==> src/rtl/ctrl_seq_pkg.sv <==
// Shared types and constants for the instruction sequencer: state encoding,
// register/bus indices, opcode values and IR field positions.
package ctrl_seq_pkg;

    typedef enum logic [3:0] {
        S_IDLE = 4'd0,
        S_T0   = 4'd1,
        S_T1   = 4'd2,
        S_T2   = 4'd3,
        S_T3   = 4'd4,
        S_T4   = 4'd5,
        S_T5   = 4'd6,
        S_T6   = 4'd7,
        S_HALT = 4'd8
    } state_e;

    // Register / bus source indices (R0..R15 are 0..15)
    localparam logic [4:0] IDX_HI     = 5'd16;
    localparam logic [4:0] IDX_LO     = 5'd17;
    localparam logic [4:0] IDX_ZHI    = 5'd18;
    localparam logic [4:0] IDX_ZLO    = 5'd19;
    localparam logic [4:0] IDX_PC     = 5'd20;
    localparam logic [4:0] IDX_MDR    = 5'd21;
    localparam logic [4:0] IDX_INPORT = 5'd22;
    localparam logic [4:0] IDX_IR     = 5'd23;
    localparam logic [4:0] IDX_Z      = 5'd24;
    localparam logic [4:0] IDX_MAR    = 5'd25;
    localparam logic [4:0] IDX_Y      = 5'd27;

    localparam logic [4:0] OP_ALU_FIRST = 5'b00011;
    localparam logic [4:0] OP_ALU_LAST  = 5'b01100;
    localparam logic [4:0] OP_MUL       = 5'b01111;
    localparam logic [4:0] OP_DIV       = 5'b10000;
    localparam logic [4:0] OP_NOP       = 5'b11010;
    localparam logic [4:0] OP_HALT      = 5'b11011;

    localparam int OPC_MSB = 31;
    localparam int OPC_LSB = 27;
    localparam int RA_MSB  = 26;
    localparam int RA_LSB  = 23;
    localparam int RB_MSB  = 22;
    localparam int RB_LSB  = 19;
    localparam int RC_MSB  = 18;
    localparam int RC_LSB  = 15;

    function automatic logic is_alu(input logic [4:0] op);
        return (op >= OP_ALU_FIRST) && (op <= OP_ALU_LAST);
    endfunction

    function automatic logic is_muldiv(input logic [4:0] op);
        return (op == OP_MUL) || (op == OP_DIV);
    endfunction

endpackage

==> src/rtl/ctrl_seq_if.sv <==
// Sequencer <-> datapath control bundle. master = sequencer, slave = datapath.
interface ctrl_seq_if;
    logic        run;
    logic        mem_rdy;
    logic [31:0] ir;
    logic [31:0] enable;
    logic [31:0] busSelect;
    logic        MR_Read;
    logic        pc_inc;
    logic [4:0]  opcode;
    logic        busy;
    logic        err;

    modport master (
        input  run, mem_rdy, ir,
        output enable, busSelect, MR_Read, pc_inc, opcode, busy, err
    );

    modport slave (
        output run, mem_rdy, ir,
        input  enable, busSelect, MR_Read, pc_inc, opcode, busy, err
    );
endinterface

==> src/rtl/ctrl_decode.sv <==
// Combinational Moore decode of (state, ir) into datapath control strobes.
module ctrl_decode
    import ctrl_seq_pkg::*;
(
    input  state_e      state_i,
    input  logic [31:0] ir_i,
    output logic [31:0] enable_o,
    output logic [31:0] busSelect_o,
    output logic        MR_Read_o,
    output logic        pc_inc_o,
    output logic [4:0]  opcode_o
);
    logic [4:0] op, sel;
    logic [3:0] ra, rb, rc;
    logic       unused_ir_lo;

    assign op = ir_i[OPC_MSB:OPC_LSB];
    assign ra = ir_i[RA_MSB:RA_LSB];
    assign rb = ir_i[RB_MSB:RB_LSB];
    assign rc = ir_i[RC_MSB:RC_LSB];
    assign unused_ir_lo = ^ir_i[RC_LSB-1:0];

    assign busSelect_o = {27'd0, sel};

    always_comb begin
        enable_o  = '0;
        sel       = '0;
        MR_Read_o = 1'b0;
        pc_inc_o  = 1'b0;
        opcode_o  = '0;
        case (state_i)
            S_T0: begin
                sel               = IDX_PC;
                enable_o[IDX_MAR] = 1'b1;
                enable_o[IDX_PC]  = 1'b1;
                pc_inc_o          = 1'b1;
            end
            S_T1: begin
                MR_Read_o         = 1'b1;
                enable_o[IDX_MDR] = 1'b1;
            end
            S_T2: begin
                sel              = IDX_MDR;
                enable_o[IDX_IR] = 1'b1;
            end
            // T3 is also the decode cycle; non-execute opcodes drive nothing here
            S_T3: begin
                if (is_alu(op) || is_muldiv(op)) begin
                    sel             = {1'b0, rb};
                    enable_o[IDX_Y] = 1'b1;
                end
            end
            S_T4: begin
                sel             = {1'b0, rc};
                opcode_o        = op;
                enable_o[IDX_Z] = 1'b1;
            end
            S_T5: begin
                sel = IDX_ZLO;
                if (is_muldiv(op)) enable_o[IDX_LO]        = 1'b1;
                else               enable_o[{1'b0, ra}]    = 1'b1;
            end
            S_T6: begin
                sel              = IDX_ZHI;
                enable_o[IDX_HI] = 1'b1;
            end
            default: ;
        endcase
    end
endmodule

==> src/rtl/ctrl_seq.sv <==
// Fetch/decode/execute sequencer: state register, next-state logic and the
// sticky illegal-opcode flag; strobe decode lives in ctrl_decode.
module ctrl_seq
    import ctrl_seq_pkg::*;
(
    input logic        clk,
    input logic        clr,
    ctrl_seq_if.master bus
);
    state_e     state_q, state_d;
    logic       err_q, err_d;
    logic [4:0] op;

    assign op = bus.ir[OPC_MSB:OPC_LSB];

    always_ff @(posedge clk or posedge clr) begin
        if (clr) begin
            state_q <= S_IDLE;
            err_q   <= 1'b0;
        end else begin
            state_q <= state_d;
            err_q   <= err_d;
        end
    end

    // IR loads at the end of T2, so opcode dispatch happens during T3
    always_comb begin
        state_d = state_q;
        err_d   = err_q;
        case (state_q)
            S_IDLE: if (bus.run) state_d = S_T0;
            S_T0:   state_d = S_T1;
            S_T1:   if (bus.mem_rdy) state_d = S_T2;
            S_T2:   state_d = S_T3;
            S_T3: begin
                if (is_alu(op) || is_muldiv(op)) state_d = S_T4;
                else if (op == OP_NOP)           state_d = bus.run ? S_T0 : S_IDLE;
                else if (op == OP_HALT)          state_d = S_HALT;
                else begin
                    err_d   = 1'b1;
                    state_d = S_HALT;
                end
            end
            S_T4:   state_d = S_T5;
            S_T5:   state_d = is_muldiv(op) ? S_T6 : (bus.run ? S_T0 : S_IDLE);
            S_T6:   state_d = bus.run ? S_T0 : S_IDLE;
            S_HALT: state_d = S_HALT;
            default: state_d = S_IDLE;
        endcase
    end

    assign bus.busy = (state_q != S_IDLE) && (state_q != S_HALT);
    assign bus.err  = err_q;

    ctrl_decode u_dec (
        .state_i    (state_q),
        .ir_i       (bus.ir),
        .enable_o   (bus.enable),
        .busSelect_o(bus.busSelect),
        .MR_Read_o  (bus.MR_Read),
        .pc_inc_o   (bus.pc_inc),
        .opcode_o   (bus.opcode)
    );
endmodule

==> src/flat_wrapper.sv <==
// flat-port wrapper written by rule: the top's interface ports become plain ports
module ctrl_seq_flat import ctrl_seq_pkg::*;
  (clk, clr, bus_run, bus_mem_rdy, bus_ir, bus_enable, bus_busSelect, bus_MR_Read, bus_pc_inc, bus_opcode, bus_busy, bus_err);
  ctrl_seq_if bus_i ();
  input logic clk;
  input logic clr;
  input wire logic [$bits(bus_i.run)-1:0] bus_run;
  input wire logic [$bits(bus_i.mem_rdy)-1:0] bus_mem_rdy;
  input wire logic [$bits(bus_i.ir)-1:0] bus_ir;
  output wire logic [$bits(bus_i.enable)-1:0] bus_enable;
  output wire logic [$bits(bus_i.busSelect)-1:0] bus_busSelect;
  output wire logic [$bits(bus_i.MR_Read)-1:0] bus_MR_Read;
  output wire logic [$bits(bus_i.pc_inc)-1:0] bus_pc_inc;
  output wire logic [$bits(bus_i.opcode)-1:0] bus_opcode;
  output wire logic [$bits(bus_i.busy)-1:0] bus_busy;
  output wire logic [$bits(bus_i.err)-1:0] bus_err;
  assign bus_i.run = bus_run;
  assign bus_i.mem_rdy = bus_mem_rdy;
  assign bus_i.ir = bus_ir;
  assign bus_enable = bus_i.enable;
  assign bus_busSelect = bus_i.busSelect;
  assign bus_MR_Read = bus_i.MR_Read;
  assign bus_pc_inc = bus_i.pc_inc;
  assign bus_opcode = bus_i.opcode;
  assign bus_busy = bus_i.busy;
  assign bus_err = bus_i.err;
  ctrl_seq u_core (.clk(clk), .clr(clr), .bus(bus_i));
endmodule
==> config.mk <==
export PLATFORM = sky130hd
export DESIGN_NAME = ctrl_seq_flat
export DESIGN_NICKNAME = d
export VERILOG_FILES = /design/src/rtl/ctrl_seq_pkg.sv /design/src/rtl/ctrl_seq_if.sv /design/src/rtl/ctrl_decode.sv /design/src/rtl/ctrl_seq.sv /design/src/flat_wrapper.sv
export SDC_FILE = /design/constraint.sdc
export NUM_CORES = 1
export LEC_CHECK = 0
export CAP_MARGIN = 20
export CORE_AREA = 2 2 61 63
export DETAILED_ROUTE_END_ITERATION = 6
export DIE_AREA = 0 0 63 65
export PLACE_DENSITY = 0.86
export SETUP_SLACK_MARGIN = 0.15
export SLEW_MARGIN = 20
export SYNTH_ARGS = -nofsm -noshare
export SYNTH_HDL_FRONTEND = slang
export SYNTH_SLANG_ARGS = --single-unit
==> constraint.sdc <==
create_clock -name clk -period 2.7 [get_ports clk]
set_input_delay 0.405 -clock clk [delete_from_list [all_inputs] [get_ports clk]]
set_output_delay 0.405 -clock clk [all_outputs]
set_load 0.01 [all_outputs]
Word level (Yosys, flattened, before mapping)
Cells that the tools add are included. W data, S select, Z words.

Register bits: 5. Input port bits: 36. Output and inout port bits: 73.

Magnitude comparators: 4. Equality and inequality tests: 15. Mux-type cells: 23. Bitwise gates (word level): 3. Reduce and logical (&&, ||, !) cells: 9.

Operators by type and width (count): $pmux W4 S9 (1); $mux W16 (2); $pmux W5 S6 (1); $mux W4 (6); $eq A4 B3 Y1 const B (4); $eq A5 B5 Y1 const B (3); $mux W1 (10); $eq A4 B2 Y1 const B (2); $lt A4 B6 Y1 const B (1); $eq A5 B4 Y1 const B (1); $ge A5 B2 Y1 const B (1); $le A5 B4 Y1 const B (1); $mux W5 (1); $demux W1 S4 (1); $eq A4 B1 Y1 const B (1); $eq A4 B4 Y1 const B (1); $ge A4 B1 Y1 const B (1); $logic_not A4 Y1 (1); $ne A2 B2 Y1 const B (2); $ne A4 B4 Y1 const B (1); $reduce_and A4 Y1 (1); $reduce_bool A4 Y1 (1); $logic_and A1 B1 Y1 (3); $not A1 Y1 (3); other kinds (3) (4).

Logic depth before layout (Yosys ltp)
Gate-level depths: netlist (run 1).

Depth in word-level cells: 6. Gate-level depth with buffers: 6. Depth with buffers taken out: 4.

Cells and area by module
Synthesis (run 1) repeated with hierarchy kept, for this count alone.

Cells, all modules: 158. Area, all modules: 1113.6 µm².

By module, submodules not included: ctrl_decode (times used 1, cells each 113, area an instance 720.7 µm²); ctrl_seq (times used 1, cells each 45, area an instance 392.9 µm²).

Worst setup path after synthesis (run 1)
OpenSTA, ideal clock, no wires.

Path type: register -> output. From: register u_core.state_q[2]. To: output bus_enable[2]. Data arrival time: 1.619 ns. Required time: 2.295 ns. Path slack: 0.676 ns. Cell stages (with the launch flop): 6. Path buffers: 1. Cells stage by stage: dfrtp_1 -> buf_4 -> and4bb_2 -> o221ai_1 -> or3b_2 -> nor3_1.

Word-level cells in the longest chain between the ends: 2.

RTL lines: from (decl) (RTL line ctrl_seq.sv:10) `state_e state_q, state_d;`; from (signal assigned) (RTL line ctrl_seq.sv:21) `state_q <= state_d;`; $eq A4 B3 Y1 (RTL line ctrl_decode.sv:31) `case (state_i)`; $mux W16 (RTL line ctrl_decode.sv:31); to (decl) (RTL line flat_wrapper.sv:10) `output wire logic [$bits(bus_i.enable)-1:0] bus_enable;`.

Every way passes these cells.

Worst setup path in the final report (run 1)
From: input bus_ir[27]. To: output bus_busSelect[3].

Word-level cells in the longest chain between the ends: 5. Elaborated cells between the ends (all ways): 9. Classes of those cells: 2 x order compare; 2 x eq/ne; 2 x mux; 3 x reduce/logical.

RTL lines: from (decl) (RTL line flat_wrapper.sv:9) `input wire logic [$bits(bus_i.ir)-1:0] bus_ir;`; $ge A5 B2 Y1 (tied with other cells) (RTL line ctrl_seq_pkg.sv:47) `return (op >= OP_ALU_FIRST) && (op <= OP_ALU_LAST);`; $logic_and A1 B1 Y1 / $logic_or A1 B1 Y1 (equally long branches) (RTL line ctrl_seq_pkg.sv:47, ctrl_seq_pkg.sv:51); $logic_or A1 B1 Y1 (*) (RTL line ctrl_decode.sv:48) `if (is_alu(op) || is_muldiv(op)) begin`; $mux W4 (*) (RTL line ctrl_decode.sv:48); $pmux W5 S6 (*) (RTL line ctrl_decode.sv:31); to (decl) (RTL line flat_wrapper.sv:11) `output wire logic [$bits(bus_i.busSelect)-1:0] bus_busSelect;`.

Every way passes the cells marked *; elsewhere a longest branch is shown, timed or not.

==> run_results.csv, run 1 <==
group,metric,value,unit
grt,first_global_vias,1132,
setup_path,end_kind,"primary output",
setup_path,cp_slowest_cell,"or4b_4",
drt,vias_per_cell,4.39,
synthesis,synth_common_cells,"39 x buf_4, 17 x nor2_1, 10 x nand2_1, 10 x nor3_1",
sta,setup-tns-final,0,ns
clocking,clockBufferDepth,2,
drt,drt_iter0_drc,82,
clocking,cts-root-buf,"clkbuf_4",
layout,area_growth,68.2,%
placement,placement.io_buffers,58,
setup_path,rrSetupSlack,1.01,ns
floorplan,core,3500,sq um
grt,grt.total_usage,13.9,%
placement,place_congestion,0.740,
grt,use_met2,30.3,%
setup_path,max_stage_delay,0.57,ns
setup_path,crit_chain,"dlygate4sd2_1, or4b_4, buf_4, o22a_4, o21ai_1, dlygate4sd2_1",
clocking,tritoncts,"built",
grt,antenna_found_initial,0,
synthesis,syn_area,1010,sq um
sta,fin_crit,2.48,ns
synthesis,synth_top_flop_cell,"dfrtp_1",
grt,grt_overflow,0,
drt,wire_per_inst,11.3,um
setup_path,critPathKind,"in -> out",
drt,drc,0,
sta,fin_skew,0.00190,ns
floorplan,die_w,63,um
floorplan,die_h,65,um
setup_path,worst-endpoint-required,2.30,ns
setup_path,crit_top_cell,"dlygate4sd2_1",
synthesis,yosysMostFrequentCell,"buf_4",
grt,grt_pass1_wl,4720,um
synthesis,async_reset_ff_share,100,%
floorplan,io-pin-count,109,
flow_run,maxCapViolCount,0,
sta,fmax,0.403,GHz
sta,setup_viol,0,
synthesis,synth_edf_count,0,
synthesis,synth_area_leader_cell,"buf_4",
drt,via_count,1204,
pwr,p_leak,0.795,nW
clocking,cts_max_level,1,
grt,met3_usage,2.08,%
sta,slew_violations,0,
pwr,peakVddDrop,0.246,mV
sta,hold_ws,0.367,ns
clocking,clkLatencyLatePin,0.24,ns
outcome,outcome,"completed",
placement,dp_hpwl,2430,um
sta,timing.final.crit_share,92.0,%
synthesis,synth_cells,147,
setup_path,r2r-start,"u_core.state_q[1]",
synthesis,synth_area_leaders,"buf_4 29%, dfrtp_1 12%, nor2_1 6.3%, nor3_1 5.0%, nand2_1 3.7%",
synthesis,postSynthAreaPerCell,6.85,sq um
synthesis,synthDistinctLibCells,39,
sta,rsz0062_at_grt,"true",
setup_path,critical-path-top-delay-family,"buffers and inverters",
setup_path,startpoint_type,"input pin",
clocking,clk_pin_slew,0.04,ns
floorplan,rows,22,
layout,drive_gt1_share,19.9,%
setup_path,critical_path_buf_inv_count,3,
pwr,power.density,557,nW/um^2
grt,grt_util_met1,13.2,%
synthesis,synth_seq_cells,5,
sta,hold_viol,0,
setup_path,rr_worst_depth,5,
setup_path,arrival,2.08,ns
drt,routed_wl,3090,um
grt,top_usage_layer,"met2",
synthesis,ys_seq_area_share,12.4,%
drt,ant_nets,0,
floorplan,initial_core_util,28.8,%
layout,antennaDiodeCount,0,
clocking,cts_made_buffers,3,
setup_path,reg2reg_to,"u_core.state_q[2]",
hold_path,hold_path.class,"in -> async",
clocking,cts_sinks,5,
synthesis,synth_top_area_share,29.1,%
layout,layout.nets,263,
floorplan,die-area,4100,sq um
drt,firstDrtPassIters,4,
synthesis,yosys_warnings,0,
setup_path,critPathMaxFanout,6,
grt,grt_max_degree,16,
==> cell families after synthesis <==
family,Yosys count,share of synthesized area (%)
mux,1,0.994
compound gates,23,15.9
other cells,1,0.372
flops,5,12.4
buf+inv,49,32.9
xor+xnor,1,0.870
simple gates,67,36.5
==> worst register-to-register path, delay by kind of cell, from the launching register on <==
family,cells,cell delay [ns]
DFF,1,0.37
AOI/OAI and AO/OA,2,0.45
buffers and inverters,1,0.19
and+or+nand+nor,2,0.55
==> area by class of cell <==
cell class                      count  area [sq um]
Tap cell                           48          60.1
Timing Repair Buffer               85           741
Clock buffer                        4          26.3
Inverter                            5          18.8
Sequential cell                     5           125
Fill cell                         363          1800
Multi-Input combinational cell    127           723
==> state kept, by name, indices dropped and copies added, names as in the netlist <==
register,flops
u_core.bus.err,1
u_core.state_q,4
==> placed cells by master, fill, tap and decap left out, drive strengths merged, types with 10 or more instances in the layout <==
cell type / synthesis / routed
nor2: 17 / 17
dlygate4sd2: 0 / 18
nand2: 10 / 10
clkdlybuf4s50: 0 / 31
conb: 1 / 35
nor3: 10 / 10
buf: 39 / 30
==> report_power, final <==
part | internal, W | switching [W] | total (W)
clock | 0.0000558 | 0.0000298 | 0.0000856
combinational | 0.000365 | 0.000373 | 0.000738
sequential | 0.000105 | 0.0000146 | 0.000119
==> through the flow <==
step / instance area (sq um) / power, W / cells / util (%) / setup slack [ns]
after detailed placement: 1590 / 0.000855 / 260 / 45.5 / -0.249
after CTS: 1680 / 0.000937 / 273 / 48.0 / 0.172
after global routing: 1690 / 0.00101 / 274 / 48.5 / 0.136
after floorplan: 1130 / 0.000570 / 181 / - / 0.676
after global placement: 1590 / 0.000834 / 260 / 45.5 / -0.200
final: 1690 / 0.000943 / 274 / 48.5 / 0.217
==> worst max path at each step <==
stage                                  from               end  slack (ns)  depth (start not counted)
final                            bus_ir[27]  bus_busSelect[3]        0.22                          6
after global routing      u_core.state_q[3]     bus_enable[1]        0.14                          7
after floorplan           u_core.state_q[2]     bus_enable[2]        0.68                          5
after CTS                        bus_ir[28]  bus_busSelect[3]        0.17                          6
after global placement           bus_ir[27]     bus_enable[2]       -0.20                          6
after detailed placement         bus_ir[30]  bus_busSelect[3]       -0.25                          5
==> per-layer routing <==
| metal | share of wire, % | up-vias |
|---|---|---|
| met2 | 52 | 76 |
| met4 | 0.91 | 0 |
| li1 | - | 593 |
| met3 | 9.1 | 2 |
| met1 | 38 | 533 |
| met5 | 0 | - |
==> what timing repair did <==
item                       4_1_cts  5_1_grt
gates resized for setup         46        8
hold buffers                     0        0
pin swaps                        6        4
setup buffers                    9        1
setup endpoints to repair       22       13
Power figures use the tool's default switching activity.
==> inputs of run 2 (changes only) <==
--- a/config.mk
+++ b/config.mk
@@ -6,12 +6,13 @@
 export NUM_CORES = 1
 export LEC_CHECK = 0
 export CAP_MARGIN = 20
-export CORE_AREA = 2 2 61 63
+export CORE_AREA = 2 2 62 64
 export DETAILED_ROUTE_END_ITERATION = 6
-export DIE_AREA = 0 0 63 65
-export PLACE_DENSITY = 0.86
+export DIE_AREA = 0 0 64 66
+export PLACE_DENSITY = 0.87
 export SETUP_SLACK_MARGIN = 0.15
 export SLEW_MARGIN = 20
 export SYNTH_ARGS = -nofsm -noshare
 export SYNTH_HDL_FRONTEND = slang
+export SYNTH_HIERARCHICAL = 1
 export SYNTH_SLANG_ARGS = --single-unit
==> run 2 against run 1 <==
- first-iteration DRC count is 6.1% higher
- synthesized cell count increased by 7.5%
- synthesized area is 11% higher
- combinational power is 3.1% higher
- clock-buffer cell count decreased by 1
- worst hold slack gained 0.0066 ns
- clock skew is 0.0096 ns higher
- setup slack got worse by 0.040 ns
- sequential share of layout area barely moved
- fmax decreased by 1.6%
- die area increased by 3.2%
- non-clock buffer count shrank 14
- highest routed layer unchanged
==> run_results.csv, run 2 <==
group,metric,value,unit
outcome,outcome,"completed",
sta,setup_viol,0,
drt,vias_per_cell,4.42,
sta,fin_crit,2.52,ns
layout,stdcell_count,273,
setup_path,critPathMaxFanout,4,
setup_path,critPathKind,"in -> out",
floorplan,die_h,66,um
synthesis,synth_top_family_by_area,"simple AND/OR/NAND/NOR gates",
sta,fin_skew,0.0115,ns
synthesis,synthDistinctLibCells,45,
synthesis,synth-xor-area-share,2.36,%
grt,first_global_vias,1065,
floorplan,die_w,64,um
synthesis,synth_edf_count,0,
drt,routed_wl,2950,um
setup_path,worst-endpoint-required,2.30,ns
grt,grt.total_usage,13.6,%
drt,ant_nets,0,
synthesis,async_reset_ff_share,100,%
grt,grt_overflow,0,
sta,rsz0062_at_grt,"true",
grt,grt_pass1_wl,4640,um
synthesis,synth_common_cells,"40 x buf_4, 17 x nor2_1, 10 x nand2_1, 10 x nor3_1, 7 x a21oi_1",
clocking,clockBufferDepth,2,
synthesis,muxShareOfSynthArea,2.70,%
layout,final_common_cell,"conb_1",
layout,most-common-layout-cells,"35 x conb_1, 33 x clkdlybuf4s50_1, 21 x dlygate4sd2_1, 15 x nor2_1, 13 x buf_4",
synthesis,synth_area_leaders,"buf_4 27%, dfrtp_1 11%, nor2_1 5.7%, nor3_1 4.5%, nand3b_1 4.0%",
placement,dp_hpwl,2380,um
grt,grt_max_degree,16,
synthesis,synth_top_flop_cell,"dfrtp_1",
pwr,finalPower,0.00100,W
drt,drt_iter0_drc,87,
floorplan,core,3550,sq um
synthesis,yosys.area_share.simple,35.7,%
clocking,cts_made_buffers,3,
placement,dp_cells,267,
synthesis,yosys_warnings,6,
placement,place_congestion,0.828,
floorplan,die-area,4220,sq um
sta,hold_viol,0,
synthesis,synth_area_leader_cell,"buf_4",
clocking,cts_max_level,1,
floorplan,io-pin-count,109,
drt,drc,0,
synthesis,syn_area,1110,sq um
layout,antennaDiodeCount,0,
synthesis,synth_top_area_share,27.0,%
layout,layout.nets,262,
synthesis,yosysMostFrequentCell,"buf_4",
clocking,clkLatencyLatePin,0.25,ns
synthesis,synth_seq_cells,5,
layout,largest_reg_flops,4,
synthesis,ys_seq_area_share,11.2,%
setup_path,arrival,2.12,ns
floorplan,rows,22,
sta,timing.final.crit_share,93.4,%
clocking,tritoncts,"built",
setup_path,end_kind,"primary output",
clocking,cts_hold_buf,0,
layout,max_flop_register,"u_core/state_q",
grt,antenna_found_initial,0,
setup_path,startpoint_type,"input pin",
drt,firstDrtPassIters,4,
floorplan,initial_core_util,31.4,%
layout,drive_gt1_share,15.1,%
pwr,power.density,588,nW/um^2
pwr,peakVddDrop,0.313,mV
synthesis,synth_cells,158,
layout,area_growth,52.8,%
sta,fmax,0.396,GHz
synthesis,postSynthAreaPerCell,7.05,sq um
flow_run,maxCapViolCount,0,
clocking,cts-root-buf,"clkbuf_4",
sta,hold_ws,0.373,ns
synthesis,synth-adder-area-share,0,%
drt,wire_per_inst,10.8,um
sta,slew_violations,0,
synthesis,synth_compound_area_share,18.0,%
pwr,p_leak,0.816,nW
drt,via_count,1206,
hold_path,hold_path.class,"in -> async",
layout,final_util,47.9,%
placement,placement.io_buffers,58,
clocking,clk_pin_slew,0.05,ns
clocking,cts_sinks,5,
-- run 2: changes by cell type in the layout (fill, tap and decap cells not counted), moves of 3 or more --
| cell | change |
|---|---|
| buf_2 | -3 |
| clkdlybuf4s15_1 | -4 |
| dlygate4sd2_1 | +3 |
| nand3b_1 | +4 |
| and2_1 | -4 |
| buf_4 | -14 |
| a21oi_1 | +3 |
| and3_1 | +4 |
-- run 2: logic make-up after synthesis --
family | count (synthesis)
AOI/OAI and AO/OA | 27
buffers and inverters | 48
other | 1
and+or+nand+nor | 71
xor gates and xnor gates | 3
DFF | 5
muxes | 3
-- run 2: repair_timing --
action / 4_1_cts / 5_1_grt
setup endpoints to repair: 22 / 10
setup buffers: 2 / 0
pin swaps: 1 / 0
resized for setup: 26 / 9
-- run 2: stage by stage --
stage                     instance area (sq um)  TNS (ns)  setup slack, ns
final                                      1700         0            0.177
after global routing                       1700         0           0.0949
after CTS                                  1680         0            0.150
after detailed placement                   1660    -0.218          -0.0496
after global placement                     1660   -0.0617          -0.0241
after floorplan                            1240         0            0.802
-- run 2: worst max-delay path, cell delays in order --
cell and delay (ns):
clkdlybuf4s50_1 0.46, nor3b_2 0.18, a2bb2oi_2 0.18, nand4b_1 0.18, nor3_2 0.15, clkdlybuf4s50_1 0.56
-- run 2: path summary, 6_finish.rpt --
path / depth (start not counted) / endpoint / slack (ns) / from
worst min-delay path: 2 / u_core/bus.err / 0.37 / clr
max in group asynchronous: 2 / u_core/state_q[3] / 2.13 / clr
min in group clk: 1 / u_core/bus.err / 0.50 / u_core/bus.err
worst max-delay path: 6 / bus_enable[2] / 0.18 / bus_ir[31]
worst min register to register: 1 / u_core/bus.err / 0.50 / u_core/bus.err
worst max register to register: 5 / u_core/state_q[0] / 1.32 / u_core/state_q[1]
-- run 2: per-layer routing --
| layer | GRT usage, % | wire [um] | up-vias | share of wire (%) |
|---|---|---|---|---|
| li1 | - | - | 615 | - |
| met1 | 15.7 | 1220 | 531 | 41 |
| met2 | 24.6 | 1440 | 58 | 49 |
| met3 | 3.92 | 286 | 2 | 9.7 |
| met4 | 3.26 | 8 | 0 | 0.27 |
| met5 | 0 | 0 | - | 0 |
-- run 2: report_power, final --
part	switching, W	total [W]	internal (W)
registers	0.0000448	0.000152	0.000107
clock network	0.0000346	0.0000884	0.0000538
logic	0.000385	0.000761	0.000376
-- run 2: cell type report --
type | instances | area (sq um)
inverters | 6 | 22.5
clock buffers | 3 | 22.5
fillers | 379 | 1850
repair buffers | 71 | 652
multi-input cells | 139 | 815
flip-flops and latches | 5 | 125
well taps | 48 | 60.1
clock inverters | 1 | 5.00
==> inputs of run 3 (changes only) <==
--- a/config.mk
+++ b/config.mk
@@ -7,6 +7,7 @@
 export LEC_CHECK = 0
 export CAP_MARGIN = 20
 export CORE_AREA = 2 2 62 64
+export CTS_BUF_LIST = sky130_fd_sc_hd__clkbuf_2
 export DETAILED_ROUTE_END_ITERATION = 6
 export DIE_AREA = 0 0 64 66
 export PLACE_DENSITY = 0.87
==> run 3 against run 2 <==
- design area shrank 0.59%
- final cell count did not move
- flip-flop and latch count unchanged
- sequential share of layout area barely moved
- via count rose by 0.91%
- clock skew rose by 0.0084 ns
- fmax down 0.14%
- utilization decreased by 0.28 points
- wire length is 0.20% higher
- clock power fell by 22%
- clock-buffer cell count stayed put
- largest cell class unchanged
==> run_results.csv, run 3 (synthesis gave the netlist of run 2 again) <==
group,metric,value,unit
sta,fmax,0.396,GHz
layout,drive_gt1_share,14.7,%
sta,slew_violations,0,
setup_path,cp_slowest_cell,"clkdlybuf4s50_1",
clocking,clkLatencyLatePin,0.23,ns
sta,fin_skew,0.0199,ns
sta,worst_pin_slew,0.529,ns
setup_path,rr_worst_depth,5,
grt,first_global_vias,1055,
clocking,cts_sinks,5,
floorplan,die-area,4220,sq um
pwr,finalPower,0.000977,W
floorplan,die_h,66,um
hold_path,hold_path.class,"in -> async",
placement,dp_cells,267,
placement,dp_hpwl,2380,um
placement,place_congestion,0.828,
pwr,power.density,577,nW/um^2
setup_path,arrival,2.12,ns
setup_path,critPathKind,"in -> out",
setup_path,crit_path_end,"bus_enable[2]",
clocking,cts_made_buffers,3,
sta,hold_viol,0,
flow_run,maxCapViolCount,0,
sta,slew_headroom,64.6,%
clocking,clockBufferDepth,2,
floorplan,rows,22,
layout,final_common_cell,"conb_1",
pwr,p_leak,0.815,nW
drt,firstDrtPassIters,4,
drt,routed_wl,2960,um
drt,vias_per_cell,4.46,
setup_path,end_kind,"primary output",
grt,antenna_found_initial,0,
floorplan,die_w,64,um
setup_path,worst-endpoint-required,2.30,ns
sta,fin_crit,2.53,ns
clocking,cts-root-buf,"clkbuf_2",
layout,stdcell_count,273,
setup_path,reg2reg_to,"u_core/state_q[0]",
sta,rsz0062_at_grt,"true",
setup_path,rrSetupSlack,1.34,ns
setup_path,max_stage_delay,0.56,ns
floorplan,io-pin-count,109,
layout,max_flop_register,"u_core/state_q",
clocking,tritoncts,"built",
grt,grt_pass1_wl,4640,um
setup_path,crit_top_cell,"clkdlybuf4s50_1",
drt,drc,0,
pwr,peakVddDrop,0.308,mV
grt,grt.total_usage,13.6,%
setup_path,critPathMaxFanout,4,
grt,grt_max_degree,16,
grt,grt_overflow,0,
setup_path,crit_chain,"clkdlybuf4s50_1, nor3b_2, a2bb2oi_2, nand4b_1, nor3_2, clkdlybuf4s50_1",
clocking,clk_pin_slew,0.08,ns
layout,most-common-layout-cells,"35 x conb_1, 33 x clkdlybuf4s50_1, 21 x dlygate4sd2_1, 16 x nor2_1, 13 x buf_4",
drt,via_count,1217,
floorplan,core,3550,sq um
drt,ant_nets,0,
placement,placement.io_buffers,58,
placement,place_ws,-0.0496,ns
drt,drt_iter0_drc,65,
drt,wire_per_inst,10.8,um
floorplan,initial_core_util,31.4,%
setup_path,worstSetupStartpoint,"bus_ir[31]",
setup_path,r2r-start,"u_core/state_q[1]",
sta,setup_viol,0,
layout,antennaDiodeCount,0,
layout,final_util,47.6,%
layout,layout.nets,262,
outcome,outcome,"completed",
layout,largest_reg_flops,4,
clocking,cts_max_level,1,
sta,timing.final.crit_share,93.6,%
layout,area_growth,51.9,%
setup_path,startpoint_type,"input pin",
sta,fin_ws,0.174,ns
run 3: layer usage:
metal	track usage, %	vias up	part of all wire, %
met5	0	-	0
met1	15.8	539	41
met3	3.92	0	9.7
met4	2.45	0	0
met2	24.7	61	50
li1	-	617	-
run 3: cell type report:
| class | instances | area, sq um |
|---|---|---|
| Tap cell | 48 | 60.1 |
| Timing Repair Buffer | 71 | 652 |
| Clock inverter | 1 | 5.00 |
| Fill cell | 376 | 1860 |
| Multi-Input combinational cell | 139 | 812 |
| Sequential cell | 5 | 125 |
| Inverter | 6 | 22.5 |
| Clock buffer | 3 | 15.0 |
run 3: timing repair:
| action | CTS | global route |
|---|---|---|
| hold buffers | 0 | 0 |
| setup endpoints to repair | 22 | 8 |
| pin swaps | 1 | 0 |
| buffers inserted | 2 | 0 |
| resized for setup | 26 | 8 |
run 3: how the worst min path moves through the flow:
stage                    from             end  slack (ns)  depth (start not counted)
2_1_floorplan             clr  u_core/bus.err        0.18                          1
3_3_place_gp   u_core/bus.err  u_core/bus.err        0.48                          1
3_5_place_dp   u_core/bus.err  u_core/bus.err        0.47                          1
4_1_cts                   clr  u_core/bus.err        0.38                          2
5_1_grt                   clr  u_core/bus.err        0.39                          2
6_report                  clr  u_core/bus.err        0.39                          2
run 3: metrics by stage:
| step | hold WS (ns) | setup TNS (ns) | instance area [sq um] |
|---|---|---|---|
| after global placement | 0.485 | -0.0617 | 1660 |
| after floorplan | 0.184 | 0 | 1240 |
| after CTS | 0.384 | 0 | 1670 |
| after global routing | 0.386 | 0 | 1690 |
| after detailed placement | 0.471 | -0.218 | 1660 |
| final | 0.387 | 0 | 1690 |
run 3: where the power goes:
part           leakage [nW]  total [W]  switching [W]  internal [W]
clock network        0.0164  0.0000687      0.0000352     0.0000335
logic                 0.738   0.000758       0.000383      0.000375
registers            0.0612   0.000150      0.0000434      0.000107
run 3: critical path: cells and delay by family:
family / cells / cell delay, ns
buf+inv: 2 / 1.01
simple gates: 3 / 0.51
compound gates: 1 / 0.18
